--- src/rtl/fetch_sequencer_if.sv ---
// Bundles the program-memory read port and the instruction handshake to the execute stage.
// The master side belongs to the sequencer; the slave side belongs to memory and execute.
interface fetch_sequencer_if #(
    parameter int unsigned n  = 16,
    parameter int unsigned aw = 3
);
    logic          mem_status_ok;
    logic [aw-1:0] mem_addr;
    logic          mem_ready;
    logic [n-1:0]  mem_data;
    logic [n-1:0]  instr;
    logic          instr_valid;
    logic          instr_ack;
    logic          jump_en;
    logic [aw-1:0] jump_addr;

    modport master (
        output mem_status_ok,
        output mem_addr,
        input  mem_ready,
        input  mem_data,
        output instr,
        output instr_valid,
        input  instr_ack,
        input  jump_en,
        input  jump_addr
    );

    modport slave (
        input  mem_status_ok,
        input  mem_addr,
        output mem_ready,
        output mem_data,
        input  instr,
        input  instr_valid,
        output instr_ack,
        output jump_en,
        output jump_addr
    );
endinterface

--- src/rtl/fetch_sequencer.sv ---
// Program-fetch controller: walks the PC over program memory, hands each word to the
// execute stage over valid/ack, and supports jumps, abort and a read timeout.
module fetch_sequencer #(
    parameter int unsigned n   = 16,
    parameter int unsigned m   = 8,
    parameter int unsigned aw  = 3,
    parameter int unsigned tmo = 4
) (
    input  logic          clk,
    input  logic          clear_n,
    input  logic          start,
    input  logic          abort,
    input  logic [aw-1:0] last_addr,
    output logic [aw-1:0] pc,
    output logic          busy,
    output logic          done,
    output logic          err,
    fetch_sequencer_if.master bus
);
    localparam int unsigned CW = $clog2(tmo + 1);

    typedef enum logic [2:0] {
        StIdle,
        StFetch,
        StWait,
        StIssue,
        StDone,
        StErr
    } state_e;

    state_e        state_q, state_d;
    logic [aw-1:0] pc_q, pc_d;
    logic [n-1:0]  instr_q, instr_d;
    logic [CW-1:0] cnt_q, cnt_d;
    logic [aw-1:0] pc_inc;

    assign pc_inc = aw'((32'(pc_q) + 32'd1) % m);

    always_ff @(posedge clk or negedge clear_n) begin
        if (!clear_n) begin
            state_q <= StIdle;
            pc_q    <= '0;
            instr_q <= '0;
            cnt_q   <= '0;
        end else begin
            state_q <= state_d;
            pc_q    <= pc_d;
            instr_q <= instr_d;
            cnt_q   <= cnt_d;
        end
    end

    always_comb begin
        state_d = state_q;
        pc_d    = pc_q;
        instr_d = instr_q;
        cnt_d   = cnt_q;
        if (abort) begin
            // pc and instr are kept so the aborted position remains observable
            state_d = StIdle;
        end else begin
            case (state_q)
                StIdle, StDone, StErr: begin
                    if (start) begin
                        pc_d    = '0;
                        state_d = StFetch;
                    end
                end
                StFetch: begin
                    cnt_d   = '0;
                    state_d = StWait;
                end
                StWait: begin
                    if (bus.mem_ready) begin
                        instr_d = bus.mem_data;
                        state_d = StIssue;
                    end else begin
                        cnt_d = cnt_q + CW'(1);
                        if (cnt_q == CW'(tmo - 1)) begin
                            state_d = StErr;
                        end
                    end
                end
                StIssue: begin
                    if (bus.instr_ack) begin
                        // A jump wins over termination at last_addr
                        if (bus.jump_en) begin
                            pc_d    = bus.jump_addr;
                            state_d = StFetch;
                        end else if (pc_q == last_addr) begin
                            state_d = StDone;
                        end else begin
                            pc_d    = pc_inc;
                            state_d = StFetch;
                        end
                    end
                end
                default: state_d = StIdle;
            endcase
        end
    end

    assign pc                = pc_q;
    assign bus.mem_addr      = pc_q;
    assign bus.instr         = instr_q;
    assign bus.mem_status_ok = (state_q == StFetch) || (state_q == StWait);
    assign bus.instr_valid   = (state_q == StIssue);
    assign busy              = (state_q == StFetch) || (state_q == StWait) ||
                               (state_q == StIssue);
    assign done              = (state_q == StDone);
    assign err               = (state_q == StErr);
endmodule

--- src/flat_wrapper.sv ---
// flat-port wrapper written by rule: the top's interface ports become plain ports
module fetch_sequencer_flat 
#(
    parameter int unsigned n   = 16,
    parameter int unsigned m   = 8,
    parameter int unsigned aw  = 3,
    parameter int unsigned tmo = 4
)
  (clk, clear_n, start, abort, last_addr, pc, busy, done, err, bus_mem_status_ok, bus_mem_addr, bus_mem_ready, bus_mem_data, bus_instr, bus_instr_valid, bus_instr_ack, bus_jump_en, bus_jump_addr);
  fetch_sequencer_if #(.n(n), .aw(aw)) bus_i ();
  input  logic clk;
  input  logic clear_n;
  input  logic start;
  input  logic abort;
  input  logic [aw-1:0] last_addr;
  output logic [aw-1:0] pc;
  output logic busy;
  output logic done;
  output logic err;
  output wire logic [$bits(bus_i.mem_status_ok)-1:0] bus_mem_status_ok;
  output wire logic [$bits(bus_i.mem_addr)-1:0] bus_mem_addr;
  input wire logic [$bits(bus_i.mem_ready)-1:0] bus_mem_ready;
  input wire logic [$bits(bus_i.mem_data)-1:0] bus_mem_data;
  output wire logic [$bits(bus_i.instr)-1:0] bus_instr;
  output wire logic [$bits(bus_i.instr_valid)-1:0] bus_instr_valid;
  input wire logic [$bits(bus_i.instr_ack)-1:0] bus_instr_ack;
  input wire logic [$bits(bus_i.jump_en)-1:0] bus_jump_en;
  input wire logic [$bits(bus_i.jump_addr)-1:0] bus_jump_addr;
  assign bus_mem_status_ok = bus_i.mem_status_ok;
  assign bus_mem_addr = bus_i.mem_addr;
  assign bus_i.mem_ready = bus_mem_ready;
  assign bus_i.mem_data = bus_mem_data;
  assign bus_instr = bus_i.instr;
  assign bus_instr_valid = bus_i.instr_valid;
  assign bus_i.instr_ack = bus_instr_ack;
  assign bus_i.jump_en = bus_jump_en;
  assign bus_i.jump_addr = bus_jump_addr;
  fetch_sequencer #(.n(n), .m(m), .aw(aw), .tmo(tmo)) u_core (.clk(clk), .clear_n(clear_n), .start(start), .abort(abort), .last_addr(last_addr), .pc(pc), .busy(busy), .done(done), .err(err), .bus(bus_i));
endmodule
--- config.mk ---
export PLATFORM = sky130hd
export DESIGN_NAME = fetch_sequencer_flat
export DESIGN_NICKNAME = d
export VERILOG_FILES = /design/src/rtl/fetch_sequencer_if.sv /design/src/rtl/fetch_sequencer.sv /design/src/flat_wrapper.sv
export SDC_FILE = /design/constraint.sdc
export NUM_CORES = 1
export LEC_CHECK = 0
export BUFFER_PORTS_ARGS = -buffer_cell sky130_fd_sc_hd__buf_2
export CAP_MARGIN = 20
export CELL_PAD_IN_SITES_DETAIL_PLACEMENT = 0
export CELL_PAD_IN_SITES_GLOBAL_PLACEMENT = 1
export CORE_MARGIN = 3
export CORE_UTILIZATION = 35
export CTS_CLUSTER_SIZE = 28
export DETAILED_ROUTE_END_ITERATION = 16
export PLACE_DENSITY = 0.87
export SYNTH_ARGS = -nofsm -noshare
export SYNTH_HDL_FRONTEND = slang
export SYNTH_SLANG_ARGS = --single-unit
export TNS_END_PERCENT = 100
--- constraint.sdc ---
create_clock -name clk -period 1.9 [get_ports clk]
set_input_delay 0.57 -clock clk [delete_from_list [all_inputs] [get_ports clk]]
set_output_delay 0.57 -clock clk [all_outputs]
set_load 0.01 [all_outputs]
### Yosys cells after proc, flatten, opt, wreduce, memory -nomap -nowiden

Cells that the tools add are included.

* equal/unequal tests: 14
* bitwise gates (word level): 1
* add/sub/neg operators: 2
* muxes and demuxes: 15
* reductions and logical operators: 10

Operators by type and width (count)
* 3-bit two-way mux: 12
* 3-bit one-hot mux with 2 select lines: 2
* 3-bit one-hot mux with 4 select lines: 1
* 3-bit by 2-bit equality test with 1-bit output (second input constant): 3
* 3-bit AND reduction: 3
* 3-bit by 1-bit adder with 3-bit output (second input constant): 2
* 3-bit equality test (second input constant): 2
* 3-bit != test (second input constant): 2
* 5-bit AND reduction: 1
* 2-bit != test (second input constant): 2
* 4-bit by 3-bit != test with 1-bit output (second input constant): 1
* 2-bit nonzero test: 2
* 3-bit by 1-bit equality test with 1-bit output (second input constant): 1
* 3-bit equality test: 1
* 3-bit zero test: 1
* 3-bit by 2-bit != test with 1-bit output (second input constant): 1
* 3-bit OR reduction: 1
* 1-bit logical OR: 2
* 2-bit by 1-bit != test with 1-bit output (second input constant): 1
* 1-bit NOT: 1

* input bits: 29
* register bits after elaboration: 25
* output and inout port bits: 27
* word-level logic and storage cells: 46

### Logic depth before layout (Yosys ltp)

* word-level depth: 6
* depth in mapped cells: 6
* mapped depth without buffers: 6

### Worst setup path before layout

OpenSTA, ideal clock, no wires.

* path type: input-to-reg
* start point: input port last_addr[2]
* end point: register u_core.state_q[2]
* buffers on the path: 0
* stages on the path: 5
* data required time: 1.829 ns
* slack: 0.246 ns
* data arrival time: 1.583 ns
* library setup time: 0.071 ns
* cell sequence: xor2_1 -> nor4_4 -> a21oi_2 -> o32a_1 -> nor2_1

* longest elaborated chain between the ends: 6

RTL lines
* start: declaration: RTL line flat_wrapper.sv:15 `input logic [aw-1:0] last_addr;`
* 3-bit equality test: RTL line fetch_sequencer.sv:90 `end else if (pc_q == last_addr) begin`
* 3-bit two-way mux: RTL line fetch_sequencer.sv:90
* 3-bit two-way mux: RTL line fetch_sequencer.sv:87 `if (bus.jump_en) begin`
* 3-bit two-way mux: RTL line fetch_sequencer.sv:85 `if (bus.instr_ack) begin`
* 3-bit one-hot mux with 4 select lines: RTL line fetch_sequencer.sv:62 `case (state_q)`
* 3-bit two-way mux: RTL line fetch_sequencer.sv:58 `if (abort) begin`
* end signal: assignment: RTL line fetch_sequencer.sv:41 `state_q <= StIdle;`
* end signal: assignment: RTL line fetch_sequencer.sv:46 `state_q <= state_d;`
* end: declaration: RTL line fetch_sequencer.sv:31 `state_e state_q, state_d;`

Every way passes these cells. The select of a mux whose other input is x is not followed.
A chain may end at the register's enable or synchronous reset.

### Worst setup path in the final report

* start point: register u_core.state_q[2]
* end point: output port bus_instr_valid

* longest elaborated chain between the ends: 1

RTL lines
* 3-bit by 2-bit equality test with 1-bit output: RTL line fetch_sequencer.sv:107 `assign bus.instr_valid = (state_q == StIssue);`
* end: declaration: RTL line flat_wrapper.sv:25 `output wire logic [$bits(bus_i.instr_valid)-1:0] bus_instr_valid;`

Every way passes these cells.

==> impl_results.html <==
<table>
<tr><th>Metric</th><th>Value</th></tr>
<tr><th colspan="2">GRT</th></tr>
<tr><td>Initial antenna violation count</td><td>0</td></tr>
<tr><td>Vias in the first global route</td><td>1045</td></tr>
<tr><td>GRT Resource Usage Total</td><td>0.1326</td></tr>
<tr><td>Pin count of the biggest net entering global routing</td><td>26</td></tr>
<tr><td>Remaining global-route overflow</td><td>0</td></tr>
<tr><td>First-pass GRT wire length</td><td>4588 um</td></tr>
<tr><th colspan="2">Floorplanning</th></tr>
<tr><td>DIE AREA</td><td>4458 sq um</td></tr>
<tr><td>Num rows</td><td>21</td></tr>
<tr><td>Width of the chip</td><td>66.77 um</td></tr>
<tr><td>Core ar.</td><td>3442 sq um</td></tr>
<tr><td>Ports</td><td>56</td></tr>
<tr><td>Die height</td><td>66.77 um</td></tr>
<tr><td>Starting utilization of the core area</td><td>0.3755</td></tr>
<tr><th colspan="2">Routing</th></tr>
<tr><td>Total routed wirelength</td><td>2705 um</td></tr>
<tr><td>Highest routed layer</td><td>met4</td></tr>
<tr><td>Antenna-violating nets left</td><td>0</td></tr>
<tr><td>Number of DRC violations after detailed-routing iteration 0</td><td>35</td></tr>
<tr><td>Residual DRC count</td><td>0</td></tr>
<tr><td>Number of iterations in the first detailed-routing pass</td><td>4</td></tr>
<tr><td>Routed wire per std cell</td><td>12.18 um</td></tr>
<tr><td>Metal3 WL</td><td>298 um</td></tr>
<tr><td>Detailed-routing wirelength on met1</td><td>1187 um</td></tr>
<tr><td>Via Count</td><td>1085</td></tr>
<tr><td>Post-detailed-route via-to-cell ratio</td><td>4.887</td></tr>
<tr><td>Routed wire length on met2</td><td>1188 um</td></tr>
<tr><th colspan="2">Timing</th></tr>
<tr><td>Number of pins exceeding their max-slew limit in the final report</td><td>0</td></tr>
<tr><td>Final worst-path cycle share</td><td>0.9638</td></tr>
<tr><td>Final-layout worst hold slack</td><td>274.4 ps</td></tr>
<tr><td>Worst-Margin Slew</td><td>535.4 ps</td></tr>
<tr><td>Worst slew slack as a fraction of its limit</td><td>0.6431</td></tr>
<tr><td>Final count of hold timing violations</td><td>0</td></tr>
<tr><td>Final critical delay including setup and external delays</td><td>1831 ps</td></tr>
<tr><td>Maximum clock skew at final layout</td><td>5.488 ps</td></tr>
<tr><td>Maximum achievable frequency</td><td>546.1 MHz</td></tr>
<tr><td>Final-report setup violation count</td><td>0</td></tr>
<tr><th colspan="2">Synthesis</th></tr>
<tr><td>Post-synthesis instance total</td><td>117</td></tr>
<tr><td>Flip-flop and latch count after synthesis</td><td>25</td></tr>
<tr><td>Fraction of the yosys area taken by sequential cells</td><td>0.4840</td></tr>
<tr><td>Per-instance average area after synthesis</td><td>11.05 sq um</td></tr>
<tr><td>Count of cell types in the netlist</td><td>31</td></tr>
<tr><td>Warnings from Yosys</td><td>0</td></tr>
<tr><td>Synth Cell Area</td><td>1292 sq um</td></tr>
<tr><td>Total nets after synthesis</td><td>149</td></tr>
<tr><th colspan="2">CTS</th></tr>
<tr><td>CTS Buffer Depth</td><td>2</td></tr>
<tr><td>Clock H-tree levels</td><td>1</td></tr>
<tr><td>Clk_lat worst skew</td><td>270 ps</td></tr>
<tr><td>Clock slew seen by the registers of the worst setup and hold paths</td><td>90 ps</td></tr>
<tr><td>Clock tree from TritonCTS</td><td>yes</td></tr>
<tr><td>Total number of clock tree sinks</td><td>25</td></tr>
<tr><td>Inserted Clock Buffers</td><td>3</td></tr>
<tr><td>Clock root buffer</td><td>sky130_fd_sc_hd__clkbuf_8</td></tr>
<tr><td>Hold buffer count at CTS</td><td>0</td></tr>
<tr><th colspan="2">Power and ir drop</th></tr>
<tr><td>LEAKAGE</td><td>0.8679 nW</td></tr>
<tr><td>Maximum vdd drop</td><td>0.7462 mV</td></tr>
<tr><td>Areal power density over the cells</td><td>1050 nW/um^2</td></tr>
<tr><th colspan="2">Setup path</th></tr>
<tr><td>Worst EP arrival</td><td>1260 ps</td></tr>
<tr><td>Element type at the critical path end</td><td>output port</td></tr>
<tr><td>Setup CP Type</td><td>reg -&gt; out</td></tr>
<tr><td>Worst Path Max Fanout</td><td>3</td></tr>
<tr><td>Required time at the endpoint of the critical path</td><td>1330 ps</td></tr>
<tr><td>Setup crit start kind</td><td>register</td></tr>
<tr><th colspan="2">Layout</th></tr>
<tr><td>NumNets Final</td><td>209</td></tr>
<tr><td>Area growth syn-to-layout</td><td>30.78%</td></tr>
<tr><td>Final core utilization</td><td>0.4911</td></tr>
<tr><td>Proportion of layout cells with a drive suffix above 1</td><td>0.4659</td></tr>
<tr><td># diodes</td><td>0</td></tr>
<tr><th colspan="2">Placement</th></tr>
<tr><td>Half-perimeter wire length after detailed placement</td><td>2105 um</td></tr>
<tr><td>Global placer's final weighted congestion</td><td>0.7810</td></tr>
<tr><td>Quantity of I/O buffers inserted on ports</td><td>55</td></tr>
<tr><th colspan="2">Status</th></tr>
<tr><td>Result of the run</td><td>finished clean</td></tr>
<tr><th colspan="2">Min path</th></tr>
<tr><td>HP Class</td><td>in -&gt; async</td></tr>
<tr><th colspan="2">Job</th></tr>
<tr><td>Maximum capacitance violations</td><td>0</td></tr>
</table>
power breakdown:
group,internal (mW),switching (mW)
registers,0.723,0.106
clock network,0.147,0.162
logic,0.322,0.315
cells by family after synthesis:
group	Yosys count	synth area share
xor+xnor	3	0.02033
compound gates	17	0.09777
buf+inv	13	0.05034
mux	18	0.1559
fa+ha+maj	3	0.02904
simple gates	38	0.1627
flops	25	0.4840
synthesized netlist by cell type:
cell type | number | area share
sky130_fd_sc_hd__ha_1 | 3 | 0.029
sky130_fd_sc_hd__mux2_2 | 7 | 0.061
sky130_fd_sc_hd__xor2_1 | 3 | 0.020
sky130_fd_sc_hd__nor2_1 | 11 | 0.032
sky130_fd_sc_hd__nor3_1 | 2 | 0.0077
sky130_fd_sc_hd__a2111oi_0 | 1 | 0.0068
sky130_fd_sc_hd__a21oi_1 | 5 | 0.019
sky130_fd_sc_hd__or2_1 | 1 | 0.0048
sky130_fd_sc_hd__a21o_1 | 1 | 0.0058
sky130_fd_sc_hd__buf_2 | 4 | 0.015
sky130_fd_sc_hd__dfrtp_1 | 25 | 0.48
sky130_fd_sc_hd__buf_4 | 3 | 0.017
sky130_fd_sc_hd__nor4_1 | 1 | 0.0048
sky130_fd_sc_hd__o41ai_1 | 1 | 0.0068
sky130_fd_sc_hd__nor4b_1 | 1 | 0.0068
sky130_fd_sc_hd__nand4_2 | 1 | 0.0097
sky130_fd_sc_hd__nand2_1 | 7 | 0.020
sky130_fd_sc_hd__nand3b_1 | 1 | 0.0058
sky130_fd_sc_hd__nand3_1 | 4 | 0.015
sky130_fd_sc_hd__nand2b_1 | 6 | 0.029
sky130_fd_sc_hd__a21oi_2 | 1 | 0.0068
sky130_fd_sc_hd__inv_1 | 6 | 0.017
sky130_fd_sc_hd__o21ai_0 | 5 | 0.019
sky130_fd_sc_hd__o21ai_1 | 1 | 0.0039
sky130_fd_sc_hd__o32ai_4 | 1 | 0.021
sky130_fd_sc_hd__o32a_1 | 1 | 0.0077
sky130_fd_sc_hd__nand4_1 | 1 | 0.0048
sky130_fd_sc_hd__mux2_1 | 10 | 0.087
sky130_fd_sc_hd__or3_1 | 1 | 0.0048
sky130_fd_sc_hd__nor4_4 | 1 | 0.016
sky130_fd_sc_hd__mux2i_1 | 1 | 0.0077
per-stage QoR:
stage / TNS (ps) / power [mW] / cell area [sq um] / worst slack (ps) / cells
after global placement: 0 / 1.446 / 1620 / 102.3 / 216
after global routing: -8.459 / 1.908 / 1690 / -8.459 / 222
after detailed placement: 0 / 1.468 / 1620 / 34.83 / 216
final: 0 / 1.775 / 1690 / 68.86 / 222
after floorplan: 0 / 1.174 / 1292 / 246.0 / 117
after CTS: 0 / 1.787 / 1672 / 0.7092 / 220
final timing paths:
kind / startpoint / end / slack (ps) / cells after the start
worst max register to register: u_core.bus.mem_addr[2] / u_core.state_q[2] / 280 / 5
worst min-delay path: clear_n / u_core.bus.instr[0] / 270 / 1
worst max-delay path: u_core.state_q[2] / bus_instr_valid / 70 / 4
min in group clk: u_core.cnt_q[1] / u_core.cnt_q[1] / 490 / 2
worst min register to register: u_core.cnt_q[1] / u_core.cnt_q[1] / 490 / 2
max in group asynchronous: clear_n / u_core.state_q[0] / 1240 / 1
worst max-delay path: stages (launching register included):
cell	delay, ps
sky130_fd_sc_hd__dfrtp_1	380
sky130_fd_sc_hd__nand2b_1	160
sky130_fd_sc_hd__or2_4	260
sky130_fd_sc_hd__inv_1	70
sky130_fd_sc_hd__buf_2	130
cell usage in the layout (no fill, tap or decap), types with 2 or more instances in the layout:
cell type / n
sky130_fd_sc_hd__buf_2: 55
sky130_fd_sc_hd__dfrtp_1: 23
sky130_fd_sc_hd__nor2_1: 11
sky130_fd_sc_hd__mux2_1: 10
sky130_fd_sc_hd__mux2_2: 7
sky130_fd_sc_hd__nand2_1: 7
sky130_fd_sc_hd__inv_1: 6
sky130_fd_sc_hd__buf_4: 6
sky130_fd_sc_hd__nand2b_1: 5
sky130_fd_sc_hd__o21ai_0: 5
sky130_fd_sc_hd__nand3_1: 4
sky130_fd_sc_hd__a21oi_1: 4
sky130_fd_sc_hd__xor2_1: 3
sky130_fd_sc_hd__ha_1: 3
sky130_fd_sc_hd__clkbuf_8: 3
sky130_fd_sc_hd__a21oi_2: 2
sky130_fd_sc_hd__nor3_1: 2
sky130_fd_sc_hd__dfrtp_2: 2
cell type report:
class / instances / area (sq um)
fill: 338 / 1752
clock inverter: 1 / 5.005
clock buffer: 3 / 41.29
timing repair buffer: 62 / 325.3
sequential: 25 / 628.1
multi-input combinational: 79 / 610.6
inverter: 6 / 22.52
tap: 46 / 57.56
flip-flops by register name, summed over array words and instances (netlist names):
| name | count |
|---|---|
| u_core.state_q | 3 |
| u_core.cnt_q | 3 |
| u_core.bus.mem_addr | 3 |
| u_core.bus.instr | 16 |
metal layers:
layer	global-route usage	up-vias
met3	0.02698	3
met4	0.03807	0
li1	-	526
met2	0.2116	61
met1	0.1810	495
met5	0	-
what timing repair did:
action | in CTS | in global routing
endpoints found under the hold margin | 0 | 0
endpoints found under the setup margin | 2 | 2
buffers inserted | 0 | 2
resized for setup | 3 | 2
No activity file was read; power rests on OpenSTA's default activity.
